### src/rtl/riscv_defs.sv
// Shared core definitions: default bus widths and the memory-port arbiter state encoding.
package riscv_defs;

  localparam int unsigned RIB_AW = 32;
  localparam int unsigned RIB_DW = 32;

  typedef enum logic [1:0] {
    ARB_IDLE    = 2'd0,
    ARB_BUSY_M0 = 2'd1,
    ARB_BUSY_M1 = 2'd2
  } arb_state_e;

endpackage

### src/rtl/rib_arbiter.sv
// Unified memory-port arbiter: instruction fetch (m0) and load/store (m1) share one slave port.
// m1 has fixed priority, bounded by a starvation guard for m0; a stuck slave is aborted with an error ack.
module rib_arbiter
  import riscv_defs::*;
#(
  parameter int unsigned AW         = RIB_AW,
  parameter int unsigned DW         = RIB_DW,
  parameter int unsigned STARVE_MAX = 4,
  parameter int unsigned TIMEOUT    = 255
) (
  input  logic            clk,
  input  logic            rst_n,
  input  logic            m0_req_i,
  input  logic [AW-1:0]   m0_addr_i,
  output logic            m0_ack_o,
  output logic [DW-1:0]   m0_rdata_o,
  output logic            m0_err_o,
  input  logic            m1_req_i,
  input  logic            m1_we_i,
  input  logic [AW-1:0]   m1_addr_i,
  input  logic [DW-1:0]   m1_wdata_i,
  input  logic [DW/8-1:0] m1_wstrb_i,
  output logic            m1_ack_o,
  output logic [DW-1:0]   m1_rdata_o,
  output logic            m1_err_o,
  output logic            s_req_o,
  output logic            s_we_o,
  output logic [AW-1:0]   s_addr_o,
  output logic [DW-1:0]   s_wdata_o,
  output logic [DW/8-1:0] s_wstrb_o,
  input  logic            s_ready_i,
  input  logic [DW-1:0]   s_rdata_i,
  output logic            pipe_hold_o
);

  localparam int unsigned SW = DW / 8;
  localparam int unsigned TW = $clog2(TIMEOUT + 1);
  localparam int unsigned CW = $clog2(STARVE_MAX + 1);

  arb_state_e    state_q, state_d;
  logic [CW-1:0] starve_q, starve_d;
  logic [TW-1:0] tmo_q, tmo_d;
  logic          s_we_q, s_we_d;
  logic [AW-1:0] s_addr_q, s_addr_d;
  logic [DW-1:0] s_wdata_q, s_wdata_d;
  logic [SW-1:0] s_wstrb_q, s_wstrb_d;

  logic busy;
  logic done_ok;
  logic done_tmo;
  logic grant_m0;
  logic grant_m1;

  // State, counters and the frozen copy of the granted request
  always_ff @(posedge clk or negedge rst_n) begin
    if (!rst_n) begin
      state_q   <= ARB_IDLE;
      starve_q  <= '0;
      tmo_q     <= '0;
      s_we_q    <= 1'b0;
      s_addr_q  <= '0;
      s_wdata_q <= '0;
      s_wstrb_q <= '0;
    end else begin
      state_q   <= state_d;
      starve_q  <= starve_d;
      tmo_q     <= tmo_d;
      s_we_q    <= s_we_d;
      s_addr_q  <= s_addr_d;
      s_wdata_q <= s_wdata_d;
      s_wstrb_q <= s_wstrb_d;
    end
  end

  always_comb begin
    state_d    = state_q;
    starve_d   = starve_q;
    tmo_d      = tmo_q;
    s_we_d     = s_we_q;
    s_addr_d   = s_addr_q;
    s_wdata_d  = s_wdata_q;
    s_wstrb_d  = s_wstrb_q;
    m0_ack_o   = 1'b0;
    m0_err_o   = 1'b0;
    m0_rdata_o = '0;
    m1_ack_o   = 1'b0;
    m1_err_o   = 1'b0;
    m1_rdata_o = '0;

    busy     = (state_q != ARB_IDLE);
    done_ok  = busy & s_ready_i;
    // A ready pulse in the timeout cycle still counts as a normal completion
    done_tmo = busy & ~s_ready_i & (tmo_q == TW'(TIMEOUT));
    grant_m0 = 1'b0;
    grant_m1 = 1'b0;

    unique case (state_q)
      ARB_IDLE: begin
        grant_m0 = m0_req_i & (~m1_req_i | (starve_q == CW'(STARVE_MAX)));
        grant_m1 = m1_req_i & ~grant_m0;
        if (grant_m0) begin
          state_d   = ARB_BUSY_M0;
          starve_d  = '0;
          tmo_d     = TW'(1);
          s_we_d    = 1'b0;
          s_addr_d  = m0_addr_i;
          s_wdata_d = '0;
          s_wstrb_d = '1;
        end else if (grant_m1) begin
          state_d   = ARB_BUSY_M1;
          // m1 only beats a waiting m0 below STARVE_MAX, so this never overflows
          if (m0_req_i) starve_d = starve_q + CW'(1);
          tmo_d     = TW'(1);
          s_we_d    = m1_we_i;
          s_addr_d  = m1_addr_i;
          s_wdata_d = m1_wdata_i;
          s_wstrb_d = m1_wstrb_i;
        end
      end
      ARB_BUSY_M0, ARB_BUSY_M1: begin
        if (done_ok | done_tmo) begin
          state_d = ARB_IDLE;
          tmo_d   = '0;
        end else begin
          tmo_d = tmo_q + TW'(1);
        end
      end
      default: state_d = ARB_IDLE;
    endcase

    if (state_q == ARB_BUSY_M0) begin
      m0_ack_o   = done_ok | done_tmo;
      m0_err_o   = done_tmo;
      m0_rdata_o = done_ok ? s_rdata_i : '0;
    end
    if (state_q == ARB_BUSY_M1) begin
      m1_ack_o   = done_ok | done_tmo;
      m1_err_o   = done_tmo;
      m1_rdata_o = done_ok ? s_rdata_i : '0;
    end
  end

  assign s_req_o     = busy;
  assign s_we_o      = s_we_q;
  assign s_addr_o    = s_addr_q;
  assign s_wdata_o   = s_wdata_q;
  assign s_wstrb_o   = s_wstrb_q;
  assign pipe_hold_o = m0_req_i & ~m0_ack_o;

endmodule

### config.mk
export PLATFORM = sky130hd
export DESIGN_NAME = rib_arbiter
export DESIGN_NICKNAME = d
export VERILOG_FILES = /design/src/rtl/riscv_defs.sv /design/src/rtl/rib_arbiter.sv
export SDC_FILE = /design/constraint.sdc
export NUM_CORES = 1
export LEC_CHECK = 0
export ABC_AREA = 1
export BUFFER_PORTS_ARGS = -buffer_cell sky130_fd_sc_hd__buf_2
export CORE_AREA = 2 2 108 110
export CTS_CLUSTER_DIAMETER = 30
export CTS_CLUSTER_SIZE = 16
export DETAILED_ROUTE_END_ITERATION = 16
export DIE_AREA = 0 0 110 112
export PLACE_DENSITY = 0.84
export SLEW_MARGIN = 20
export SYNTH_ARGS = -nofsm -noshare
export SYNTH_HDL_FRONTEND = slang
export SYNTH_SLANG_ARGS = --single-unit
### constraint.sdc
create_clock -name clk -period 3.1 [get_ports clk]
set_clock_uncertainty 0.2 [all_clocks]
set_input_delay 0.31 -clock clk [delete_from_list [all_inputs] [get_ports clk]]
set_output_delay 0.31 -clock clk [all_outputs]
set_load 0.01 [all_outputs]
### Word-level counts from Yosys, hierarchy flattened

Index checks and enable logic that the tools add are counted.

* $add $sub $neg: 2
* equal/unequal tests: 6
* mux-type cells: 26
* bitwise operators: 12
* reduce and logical (&&, ||, !) cells: 10

Operators by type and width (number)
* $mux W32: 7
* $mux W8: 3
* $pmux W8 S2: 1
* $mux W3: 3
* $add A8 B1 Y8 const B: 1
* $eq A8 B8 Y1 const B: 1
* $mux W4: 2
* $reduce_bool A2 Y1: 4
* $and A1 B1 Y1: 6
* $mux W1: 6
* $mux W2: 3
* $reduce_and A2 Y1: 3
* $not A1 Y1: 4
* $pmux W2 S2: 1
* $add A3 B1 Y3 const B: 1
* $eq A3 B3 Y1 const B: 1
* $ne A3 B3 Y1 const B: 1
* $reduce_and A3 Y1: 1
* $eq A2 B1 Y1 const B: 1
* $eq A2 B2 Y1 const B: 1
* $logic_not A2 Y1: 1
* $ne A2 B2 Y1 const B: 1
* $or A1 B1 Y1: 2
* $reduce_or A2 Y1: 1

* flip-flop bits (word level): 82
* input bits: 138
* word-level logic and storage cells: 63

### Logic depth before layout (Yosys ltp)

Gate-level depths: netlist of run 1.

* depth in word-level cells: 8
* depth in mapped cells: 10
* gate-level depth less buffers: 10

### Worst setup path after synthesis of run 1

Ideal clock, no wire load.

* path type: register to output
* start: register state_q[0]
* end: output port m0_rdata_o[10]
* arrival time: 1487 ps
* required time: 2590 ps
* setup slack: 1103 ps
* stages on the path, launching flop included: 8
* cells stage by stage: dfrtp_1 -> inv_1 -> ha_1 -> inv_2 -> nand2_2 -> buf_2 -> buf_2 -> nor3_1

* cells in the longest elaborated chain, start to end: 4
* elaborated cells between the ends (all ways): 5
* those cells by class: 1 x eq/ne; 2 x mux; 1 x bitwise; 1 x reduce/logical

Ends and longest elaborated chain
* from (decl): line rib_arbiter.sv:40 `arb_state_e state_q, state_d;`
* from (signal assigned): line rib_arbiter.sv:65 `state_q <= state_d;`
* $reduce_bool A2 Y1: line rib_arbiter.sv:90 `busy = (state_q != ARB_IDLE);`
* via s_req_o: line rib_arbiter.sv:26 `output logic s_req_o,`
* $and A1 B1 Y1: line rib_arbiter.sv:91 `done_ok = busy & s_ready_i;`
* $mux W32: line rib_arbiter.sv:134 `m0_rdata_o = done_ok ? s_rdata_i : '0;`
* $mux W32: line rib_arbiter.sv:131 `if (state_q == ARB_BUSY_M0) begin`
* to (decl): line rib_arbiter.sv:16 `output logic [DW-1:0] m0_rdata_o,`

The timed path passes the listed nets, and every way through them passes these cells.

### Worst setup path after layout of run 1

* start: register state_q[1]
* end: output port m1_ack_o

* cells in the longest elaborated chain, start to end: 5
* elaborated cells between the ends (all ways): 7
* those cells by class: 1 x eq/ne; 1 x mux; 4 x bitwise; 1 x reduce/logical

Ends and longest elaborated chain
* $reduce_bool A2 Y1: line rib_arbiter.sv:90
* $and A1 B1 Y1 (2 in series): line rib_arbiter.sv:93 `done_tmo = busy & ~s_ready_i & (tmo_q == TW'(TIMEOUT));`
* $or A1 B1 Y1: line rib_arbiter.sv:137 `m1_ack_o = done_ok | done_tmo;`
* $mux W1 *: line rib_arbiter.sv:136 `if (state_q == ARB_BUSY_M1) begin`
* to (decl): line rib_arbiter.sv:23 `output logic m1_ack_o,`

Every way passes the cells marked *; elsewhere a longest branch is shown, timed or not.

==> run_results.csv, run 1 <==
group,metric,value,unit
timing,tightest_slew,0.762,ns
synthesis,ys_types,22,
synthesis,synth_nets,700,
global_routing,grt_usage,20.3,%
global_routing,overflow,0,
synthesis,ys.flop_type,"dfrtp_1",
clocking,hold_buffers,35,
power_and_ir_drop,comb_power_share,45.3,%
floorplan,die-area,12300,µm²
status,status,"finished, final reports clean",
hold_path,hp-start,"m0_addr_i[7]",
synthesis,synth.most_common_cell,"nand2_1",
clocking,htreeDepth,3,
power_and_ir_drop,power.density,811,nW/µm²
route,ant_nets,0,
placed_design,place.port_buffers,276,
hold_path,hold_path_end,"s_addr_o[7]",
clocking,cts.clk_slew.worst_paths,0.07,ns
route,via_per_inst,4.70,
placed_design,dp_cells,951,
synthesis,synth_area,4180,µm²
placed_design,placed_cell_area,5650,µm²
power_and_ir_drop,pwr-share-clk,19.5,%
synthesis,synthArstFlopShare,100,%
layout,final_util,56.3,%
route,drc,0,
critical_path,arrival,2.25,ns
clocking,cts-resized-gates,0,
synthesis,synth_area_leaders,"dfrtp_1, nand2_1, a21oi_1",
floorplan,core_area,11200,µm²
clocking,clk_path_buf_depth,2,
placed_design,pre_cts_slack,0.671,ns
layout,finalInstanceArea,6290,µm²
critical_path,path_buf_inv,4,
layout,final-instance-count-excl-fill,1003,
route,drtIter0Drc,284,
critical_path,r2r-end,"tmo_q[3]",
clocking,clk_latency,0.32,ns
layout,drive_gt1_share,36.3,%
global_routing,grt_pass1_wl,20000,µm
critical_path,reg2reg_slack,0.74,ns
synthesis,synth_top_cell_by_area,"dfrtp_1",
floorplan,die_w,110,µm
power_and_ir_drop,p_sw,0.00215,W
clocking,cts_tree,"built",
critical_path,rr_worst_depth,9,
synthesis,yosysTopAreaCellShare,49.1,%
global_routing,antenna_found_initial,0,
critical_path,crit_path_start_kind,"flip-flop",
hold_path,min_path_type,"in -> reg",
route,routedWlPerCell,12.9,µm
power_and_ir_drop,peakVddDrop,467,µV
timing,post-route-period-util,88.9,%
power_and_ir_drop,seqPwrFrac,35.2,%
global_routing,grt_max_degree,83,
clocking,postCtsSetupRepairBufs,0,
synthesis,ys_seq_elements,82,
synthesis,synthCells,556,
synthesis,synth-seq-area-share,49.1,%
synthesis,synth_warnings,0,
critical_path,critPathMaxFanout,46,
timing,period_needed,2.76,ns
power_and_ir_drop,power.internal,0.00295,W
timing,fmaxAchievable,363,MHz
critical_path,critical_path_required,2.59,ns
critical_path,cp_top_family,"buffers and inverters",
layout,antenna_cells,0,
route,drt-pass1-iter-count,4,
power_and_ir_drop,p_leak,3.52,nW
timing,hold_viol,0,
synthesis,synth_edf_count,0,
timing,rsz0062_at_grt,"false",
critical_path,critPathSlowestCell,"nand2_2",
floorplan,die_h,112,µm
layout,n_fill_cell,1030,
critical_path,cpPeakStageDelay,0.58,ns
timing,slew_headroom,49.0,%
clocking,cts_root_buffer,"clkbuf_16",
floorplan,start_util,37.4,%
timing,drv_slew,0,
floorplan,pin_count,277,
layout,nets,999,
floorplan,num_rows,39,
power_and_ir_drop,switching_share,42.2,%
layout,area.growth.synth_to_final,50.5,%
placed_design,place_congestion,0.835,
timing,timing.final.ws_setup,0.343,ns
hold_path,holdPathStages,3,
timing,tns,0,ns
clocking,cts_made_buffers,9,
global_routing,grt_pass1_vias,4259,
critical_path,crit_path_end_kind,"output pin",
critical_path,critPathKind,"reg -> out",
synthesis,avgSynthCellArea,7.52,µm²
clocking,clock-sinks,82,
route,wl,13000,µm
placed_design,dp_hpwl,8790,µm
job,drv_cap,0,
timing,setup_violations,0,
route,vias,4718,
critical_path,r2r-start,"state_q[1]",
synthesis,ys_top_cells_by_count,"nand2_1, dfrtp_1, a21oi_1",
critical_path,cp_cell_sequence,"inv_1, ha_1, inv_2, nand2_2, buf_4, a21oi_1, buf_2",
-- metal layers --
metal	share of wire, %	track usage (%)
met1	42	25.2
met2	50	34.8
met3	6.9	4.63
met4	1.7	6.16
met5	0	0
-- cell type report --
type / instances / area, µm² / area share [%]
clock buffer: 10 / 229 / 3.64
clock inverter: 6 / 48.8 / 0.775
inverter: 57 / 216 / 3.44
multi-input combinational: 384 / 1740 / 27.7
sequential: 82 / 2050 / 32.6
tap: 143 / 179 / 2.84
timing repair buffer: 321 / 1830 / 29.0
-- worst max path at each step --
| stage | from | to | slack [ns] | depth (start not counted) |
|---|---|---|---|---|
| 2_1_floorplan | state_q[0] | m0_rdata_o[10] | 1.10 | 7 |
| 3_3_place_gp | state_q[0] | m1_ack_o | 0.72 | 7 |
| 3_5_place_dp | state_q[1] | m1_ack_o | 0.67 | 7 |
| 4_1_cts | state_q[1] | m1_ack_o | 0.30 | 7 |
| 5_1_grt | state_q[1] | m0_rdata_o[14] | 0.1 | 7 |
| 6_report | state_q[1] | m1_ack_o | 0.34 | 7 |
-- cell families (layout without fill, tap and decap cells) --
| group | after synthesis | in the layout | share of synthesized area [%] |
|---|---|---|---|
| AO/OA/AOI/OAI | 76 | 76 | 9.72 |
| XOR/XNOR | 1 | 1 | 0.209 |
| adder cells (fa/ha/maj) | 6 | 6 | 1.80 |
| buffers and inverters | 90 | 394 | 9.28 |
| flip-flops | 82 | 82 | 49.1 |
| AND/OR/NAND/NOR | 301 | 301 | 29.9 |
-- power by group through the flow --
stage	sequential, W	clock, W	combinational, W
after floorplan	0.00199	0	0.00122
after global placement	0.00179	0	0.00224
after detailed placement	0.00179	0	0.00229
after CTS	0.00179	0.00103	0.00232
after global routing	0.00185	0.00109	0.00259
final	0.00180	0.000995	0.00231
-- state kept, by name, summed over array words and instances, names as in the netlist --
signal,count
s_addr_o,32
s_wdata_o,32
s_we_o,1
s_wstrb_o,4
starve_q,3
state_q,2
tmo_q,8
-- layout by cell type (no fill, tap or decap), drive strengths merged --
cell         instances
ha                   6
buf                285
xor2                 1
nand2              173
clkbuf              10
o22a                 4
nand3               11
dfrtp               82
inv                 58
a21oi               68
dlygate4sd3         36
nor3                64
clkinvlp             2
nand4                4
nor2                49
o21ai                4
clkinv               3
-- worst reg2reg max path, delay by kind of cell, from the launching register on --
| family | cells | cell delay, ns |
|---|---|---|
| simple gates | 4 | 0.89 |
| fa+ha+maj | 1 | 0.29 |
| buf+inv | 4 | 0.52 |
| flops | 1 | 0.40 |
-- through the flow --
step                hold slack (ns)  total power (W)
floorplan                    -0.186          0.00321
global placement              0.258          0.00403
detailed placement            0.260          0.00408
CTS                         0.00475          0.00513
global route                 0.0176          0.00553
finish                       0.0256          0.00510
No activity file was read; power rests on OpenSTA's default activity.
==> run 2: changes to the inputs <==
- CORE_AREA: 2 2 108 110 -> 2 2 106 108
- DIE_AREA: 0 0 110 112 -> 0 0 108 110
- PLACE_DENSITY: 0.84 -> 0.86
- clock period: 3.1 -> 2.6 ns (I/O delays scaled with it)
==> run 2 against run 1 <==
Against the previous run: count of clock-buffer cells in the layout shrank 1; combinational power grew 26%; global-route usage grew 2.9 points; core utilization grew 7.6 points; critical endpoint is now m1_rdata_o[14]; largest cell class is now buffers; largest power group unchanged.
==> run_results.csv, run 2 (synthesized netlist as in run 1, its figures left out) <==
group,metric,value,unit
status,status,"finished, final reports clean",
critical_path,critPathSlowestCell,"dfrtp_1",
layout,final_common_cell,"buf_2",
global_routing,overflow,0,
timing,period_needed,2.42,ns
global_routing,grt.busiest_layer,"met2",
placed_design,dp_hpwl,8840,µm
clocking,htreeDepth,3,
layout,final-instance-count-excl-fill,1057,
route,drt-pass1-iter-count,7,
clocking,clk_latency,0.34,ns
global_routing,met3_usage,4.53,%
timing,hold_slack,0.0177,ns
timing,fmaxAchievable,413,MHz
placed_design,place.port_buffers,276,
global_routing,gr-usage-met1,28.1,%
timing,post-route-period-util,93.2,%
critical_path,critPathKind,"reg -> out",
timing,hold_viol,0,
clocking,cts_tree,"built",
floorplan,die_h,110,µm
floorplan,die-area,11900,µm²
floorplan,core_area,10700,µm²
placed_design,place_congestion,0.808,
route,wl,14700,µm
power_and_ir_drop,p_leak,3.75,nW
critical_path,cp_top_family,"buffers and inverters",
clocking,cts_made_buffers,9,
layout,layout_common_cells,"buf_2, nand2_1, dlygate4sd3_1",
critical_path,path_buf_inv,4,
job,drv_cap,0,
floorplan,die_w,108,µm
layout,area.growth.synth_to_final,63.4,%
route,drc,0,
timing,timing.final.ws_setup,0.178,ns
critical_path,arrival,1.96,ns
critical_path,cp_cell_sequence,"inv_1, ha_1, inv_2, nand2_4, buf_12, nor3_1, buf_2",
global_routing,gr-usage-met2,39.6,%
clocking,clock-sinks,82,
timing,drv_slew,0,
global_routing,grt_pass1_vias,4734,
floorplan,num_rows,38,
critical_path,crit_path_start_kind,"flip-flop",
floorplan,pin_count,277,
clocking,clk_path_buf_depth,2,
critical_path,crit_path_end_kind,"output pin",
layout,nets,1055,
route,ant_nets,0,
timing,setup_violations,0,
layout,drive_gt1_share,34.2,%
power_and_ir_drop,power.density,894,nW/µm²
placed_design,dp_cells,948,
layout,final_util,63.9,%
critical_path,critical_path_required,2.14,ns
global_routing,grt_usage,23.2,%
placed_design,pre_cts_slack,0.425,ns
critical_path,cpPeakStageDelay,0.38,ns
route,via_per_inst,4.88,
global_routing,grt_max_degree,51,
route,routedWlPerCell,13.9,µm
global_routing,grt_pass1_wl,21800,µm
hold_path,min_path_type,"in -> reg",
power_and_ir_drop,peakVddDrop,478,µV
floorplan,start_util,39.1,%
global_routing,antenna_found_initial,0,
timing,slew_headroom,51.7,%
clocking,cts_root_buffer,"clkbuf_8",
clocking,cts.clk_slew.worst_paths,0.09,ns
timing,tightest_slew,0.722,ns
route,vias,5162,
timing,tns,0,ns
timing,rsz0062_at_grt,"false",
critical_path,critPathMaxFanout,44,
route,drtIter0Drc,386,
[run 2: cell count changes in the layout (fill, tap and decap cells not counted), sizes merged]
cell / before / now
bufinv: 0 / 2
clkbuf: 10 / 9
clkinv: 3 / 2
clkinvlp: 2 / 1
diode: 0 / 1
dlygate4sd3: 36 / 92
inv: 58 / 59
[run 2: layer usage]
layer,routed length [µm],part of all wire (%)
met2,7320,50
met4,573,3.9
met3,981,6.7
met1,5800,40
met5,0,0
[run 2: power breakdown]
group / switching [W] / internal [W] / leakage, nW / total, W
clock network: 0.000510 / 0.000561 / 0.114 / 0.00107
registers: 0.000306 / 0.00183 / 0.992 / 0.00214
logic: 0.00180 / 0.00110 / 2.64 / 0.00290
[run 2: final timing paths]
path                               startpoint        endpoint  slack, ns  depth (start not counted)
max in group asynchronous               rst_n    s_wdata_o[1]       1.37                          3
worst max-delay path               state_q[0]  m1_rdata_o[14]       0.18                          7
min in group asynchronous               rst_n    s_addr_o[20]       0.21                          2
worst max register to register    starve_q[0]     s_addr_o[5]       0.44                          8
worst min register to register  s_wdata_o[15]   s_wdata_o[15]       0.28                          2
worst min-delay path            m1_addr_i[22]    s_addr_o[22]       0.02                          3
[run 2: what timing repair did]
| item | 4_1_cts | 5_1_grt |
|---|---|---|
| hold buffers | 92 | 0 |
| resized for setup | 0 | 1 |
| buffers inserted | 0 | 0 |
| endpoints found under the setup margin | 0 | 45 |
| endpoints found under the hold margin | 101 | 0 |
[run 2: cell type report]
| class | instances | area (µm²) |
|---|---|---|
| Clock buffer | 9 | 124 |
| Multi-Input combinational cell | 384 | 1750 |
| Inverter | 57 | 216 |
| Clock inverter | 7 | 108 |
| Antenna cell | 1 | 2.50 |
| Tap cell | 140 | 175 |
| Fill cell | 880 | 3860 |
| Sequential cell | 82 | 2050 |
| Timing Repair Buffer | 377 | 2410 |
[run 2: through the flow]
step	area [µm²]	power (W)
floorplan	4180	0.00383
finish	6830	0.00611
CTS	6830	0.00608
detailed placement	5670	0.00489
global route	6830	0.00655
global placement	5670	0.00481
[run 2: worst min-delay path: cells and delay by family]
family	cells	cell delay [ns]
AOI/OAI and AO/OA	2	0.17
buffers and inverters	1	0.08
